==> config.mk <==
export PLATFORM = sky130hd
export DESIGN_NAME = fifo_level
export DESIGN_NICKNAME = d
export VERILOG_FILES = /design/src/rtl/fifo_level.sv
export SDC_FILE = /design/constraint.sdc
export NUM_CORES = 1
export LEC_CHECK = 0
export ABC_AREA = 1
export ABC_CLOCK_PERIOD_IN_PS = 2300
export CAP_MARGIN = 25
export CORE_MARGIN = 2
export CORE_UTILIZATION = 46
export CTS_CLUSTER_DIAMETER = 80
export DETAILED_ROUTE_END_ITERATION = 10
export GPL_ROUTABILITY_DRIVEN = 0
export GPL_TIMING_DRIVEN = 0
export PLACE_DENSITY = 0.69
export SYNTH_ARGS = -nofsm -noshare
export SYNTH_HDL_FRONTEND = slang
export SYNTH_SLANG_ARGS = --single-unit
==> constraint.sdc <==
create_clock -name clk -period 2.3 [get_ports clk]
set_input_delay 0.23 -clock clk [delete_from_list [all_inputs] [get_ports clk]]
set_output_delay 0.23 -clock clk [all_outputs]
set_load 0.01 [all_outputs]
==> src/rtl/fifo_level.sv <==
// Parametrised synchronous FIFO with fill count, almost-full/empty thresholds,
// sticky overflow/underflow flags and a synchronous flush.
// Define FIFO_FWFT_EN to build a first-word-fall-through variant.
module fifo_level #(
    parameter int ABITS    = 4,
    parameter int DBITS    = 8,
    parameter int AF_LEVEL = (1 << ABITS) - 1,
    parameter int AE_LEVEL = 1
) (
    input  logic             clk,
    input  logic             rst,
    input  logic             clr,
    input  logic             wr,
    input  logic             rd,
    input  logic [DBITS-1:0] din,
    output logic [DBITS-1:0] dout,
    output logic             empty,
    output logic             full,
    output logic             almost_empty,
    output logic             almost_full,
    output logic [ABITS:0]   count,
    output logic             overflow,
    output logic             underflow
);

    localparam int DEPTH = 1 << ABITS;
    localparam logic [ABITS:0] FULL_CNT = DEPTH[ABITS:0];
    localparam logic [ABITS:0] AF_CNT   = AF_LEVEL[ABITS:0];
    localparam logic [ABITS:0] AE_CNT   = AE_LEVEL[ABITS:0];

    logic [DBITS-1:0] mem [DEPTH];
    logic [ABITS-1:0] wr_ptr;
    logic [ABITS-1:0] rd_ptr;
    logic [ABITS:0]   cnt;
    logic             ovf_q;
    logic             udf_q;

    logic rd_acc;
    logic wr_acc;
    logic bypass;
    logic wr_drop;
    logic rd_drop;

    // Status is decoded from registered count only.
    always_comb begin
        empty        = (cnt == '0);
        full         = (cnt == FULL_CNT);
        almost_empty = (cnt <= AE_CNT);
        almost_full  = (cnt >= AF_CNT);
        count        = cnt;
        overflow     = ovf_q;
        underflow    = udf_q;
    end

    always_comb begin
        rd_acc = rd & ~empty;
`ifdef FIFO_FWFT_EN
        bypass = 1'b0;
`else
        bypass = wr & rd & empty;
`endif
        // A read on a full FIFO frees the slot the write lands in.
        wr_acc  = wr & (~full | rd_acc) & ~bypass;
        wr_drop = wr & full & ~rd;
        rd_drop = rd & empty & ~bypass;
    end

    always_ff @(posedge clk or negedge rst) begin
        if (!rst) begin
            wr_ptr <= '0;
            rd_ptr <= '0;
            cnt    <= '0;
            ovf_q  <= 1'b0;
            udf_q  <= 1'b0;
        end else if (clr) begin
            wr_ptr <= '0;
            rd_ptr <= '0;
            cnt    <= '0;
            ovf_q  <= 1'b0;
            udf_q  <= 1'b0;
        end else begin
            if (wr_acc)
                wr_ptr <= wr_ptr + 1'b1;
            if (rd_acc)
                rd_ptr <= rd_ptr + 1'b1;
            case ({wr_acc, rd_acc})
                2'b10:   cnt <= cnt + 1'b1;
                2'b01:   cnt <= cnt - 1'b1;
                default: cnt <= cnt;
            endcase
            if (wr_drop)
                ovf_q <= 1'b1;
            if (rd_drop)
                udf_q <= 1'b1;
        end
    end

    always_ff @(posedge clk) begin
        if (!clr && wr_acc)
            mem[wr_ptr] <= din;
    end

`ifdef FIFO_FWFT_EN
    always_comb begin
        dout = empty ? '0 : mem[rd_ptr];
    end
`else
    logic [DBITS-1:0] dout_q;

    always_ff @(posedge clk or negedge rst) begin
        if (!rst)
            dout_q <= '0;
        else if (clr)
            dout_q <= '0;
        else if (bypass)
            dout_q <= din;
        else if (rd_acc)
            dout_q <= mem[rd_ptr];
    end

    always_comb begin
        dout = dout_q;
    end
`endif

endmodule

==> impl_metrics.toml <==
[cts]
cts_buffers = 17
postCtsHoldBufs = 0
cts_max_level = 4
cts_sinks = 151
clk_latency_ns = 0.42
cts_setup_buffers = 0
clk_pin_slew_ns = 0.06
clock_path_buffers = 2
cts_root_buffer = "clkbuf_16"
tritoncts = "yes"

[grt]
grt_overflow_total = 0
grt_usage = 0.221
met1_usage = 0.274
grt_busiest_layer = "met2"
grtUsageMet2 = 0.367
grt_pass1_wl_um = 26500
antenna_found_initial = 0
use_met3 = 0.0561
grt_pass1_vias = 5013
grt_max_degree = 20

[sta]
slew_headroom = 0.441
timing.final.crit_share = 0.994
finalHoldViolCount = 0
final_max_slew_viol_count = 0
clock_skew_ns = 0.00487
max_freq_ghz = 0.437
rsz0062_at_grt = "yes"
period_minus_slack_ns = 2.29
finalSetupViolCount = 0
tns_ns = 0
worst_pin_slew_ns = 0.836

[layout]
syn_to_final_growth_pct = 17.3
final_common_cell = "nand2_1"
num_antenna_cells = 0
layout_common_cells = "nand2_1 (242), edfxtp_1 (128), nand3_1 (94), inv_1 (82), clkdlybuf4s50_1 (29)"
post-route-cell-area_mm2 = 0.00813
drive_gt1_frac = 0.119
fin_nets = 782

[worst_setup_path]
cp_common_cell = "ha_1"
start_kind = "flip-flop"
slowest_delay_ns = 0.45
path_class = "reg -> out"
required_ns = 2.07
worst_ep_arrival_time_ns = 2.06
critPathMaxFanout = 6
cp_num_buf_inv = 1
end_kind = "output pin"
crit_chain = "ha_1 -> nand2_1 -> nor2_1 -> ha_1 -> or3_1 -> dlygate4sd2_1"
crit_slowest_cell = "dfrtp_2"
cp_top_family = "simple AND/OR/NAND/NOR gates"

[power]
p_leak_nw = 3.48
vdd_drop_max_v = 0.000731
powerDensity_mw_per_mm2 = 948

[yosys]
seq_area_frac_synth = 0.638
async_flop_share = 0.152
yosysWarningCount = 0
synth-main-ff-cell = "edfxtp_1"
synth_area_per_cell_um2 = 9.86
synth-seq-cells = 151
synth_cells = 703
yosys-top-cells-area = "edfxtp_1 (55%), nand2_1 (13%), dfrtp_1 (8.3%), nand3_1 (6.8%), inv_1 (4.5%)"
synth_edf_count = 128
yosys.area.top_type = "edfxtp_1"
synth_top_area_frac = 0.555
yosysUniqueCellTypes = 33
syn-num-nets = 726
syn_area_mm2 = 0.00693

[die]
design.core.area_mm2 = 0.0146
dieWidth_um = 127
num_rows = 44
die_h_um = 127
start_util = 0.473
die-area_mm2 = 0.0161
ioPinCount = 32

[routing]
drt_iter0_drc = 365
first_pass_iters = 6
drc = 0
dr_total_vias = 4971
viasPerCell = 5.20
wl_um = 16400
wl_per_cell_um = 17.2
ant_nets = 0

[place]
place_hpwl_um = 11300
portBuffers = 30
placed_area_mm2 = 0.00752

[hold_path]
hold_path.class = "in -> async"

[job]
maxCapViolCount = 0

[outcome]
outcome = "completed"
==> metal layers <==
metal,vias to the layer above,part of all wire
li1,2407,-
met5,-,0
met1,2359,0.40
met2,169,0.50
met4,0,0.029
met3,36,0.076
==> flip-flops by register name, summed over array words and instances, names as in the netlist <==
signal     cells
wr_ptr         4
dout           8
mem          128
overflow       1
rd_ptr         4
underflow      1
count          5
==> logic make-up (layout without fill, tap and decap cells) <==
logic type,count (synthesis),after routing,synth area share
DFF,151,151,0.638
xor gates and xnor gates,4,4,0.00506
AOI/OAI and AO/OA,21,21,0.0175
and+or+nand+nor,397,397,0.249
adders and majority gates,10,10,0.0181
buffers and inverters,120,189,0.0728
==> power breakdown <==
group | total [mW] | leakage [nW] | switching [mW] | internal [mW]
Clock | 2.51 | 0.248 | 1.05 | 1.46
Combinational | 2.00 | 1.77 | 1.29 | 0.711
Sequential | 3.20 | 1.46 | 0.104 | 3.10
==> stage by stage <==
step / setup slack (ns) / instances / power, mW / utilization / hold WS [ns]
after floorplan: 0.0724 / 703 / 4.45 / - / -0.0656
after global placement: -0.480 / 917 / 5.16 / 0.509 / 0.471
after detailed placement: -0.338 / 924 / 5.22 / 0.514 / 0.474
after CTS: -0.111 / 956 / 7.73 / 0.553 / 0.0551
after global routing: -0.0895 / 956 / 8.11 / 0.555 / 0.0744
final: 0.0140 / 956 / 7.71 / 0.555 / 0.0656
==> synthesized netlist by cell type (6+ instances only) <==
cell type and n:
nand2_1 242, edfxtp_1 128, nand3_1 94, inv_1 84
nor2_1 33, dfrtp_1 23, buf_2 19, nor3_1 11
ha_1 10, o21ai_0 8, a21oi_1 6
==> what timing repair did <==
action | 4_1_cts | 5_1_grt
endpoints found under the setup margin | 102 | 104
endpoints found under the hold margin | 0 | 0
gates resized for setup | 14 | 9
==> layout make-up <==
class,count,area [um2]
clock buffers,17,425
plain buffers,29,158
flip-flops and latches,151,4420
well taps,184,230
fillers,1246,6510
clock inverters,15,114
repair buffers,37,359
inverters,91,347
multi-input cells,432,2080
==> worst paths after layout <==
kind / start / endpoint / slack, ns / cells past startpoint
setup / recovery: count[0] / almost_full / 0.01 / 6
hold / removal: rst / dout[0] / 0.07 / 1
setup reg to reg: count[1] / mem[6][7] / 0.10 / 9
hold reg to reg: dout[5] / dout[5] / 0.49 / 2
max in group asynchronous: rst / count[0] / 1.81 / 2
min in group clk: clr / underflow / 0.13 / 2
No activity file was read; power rests on OpenSTA's default activity.
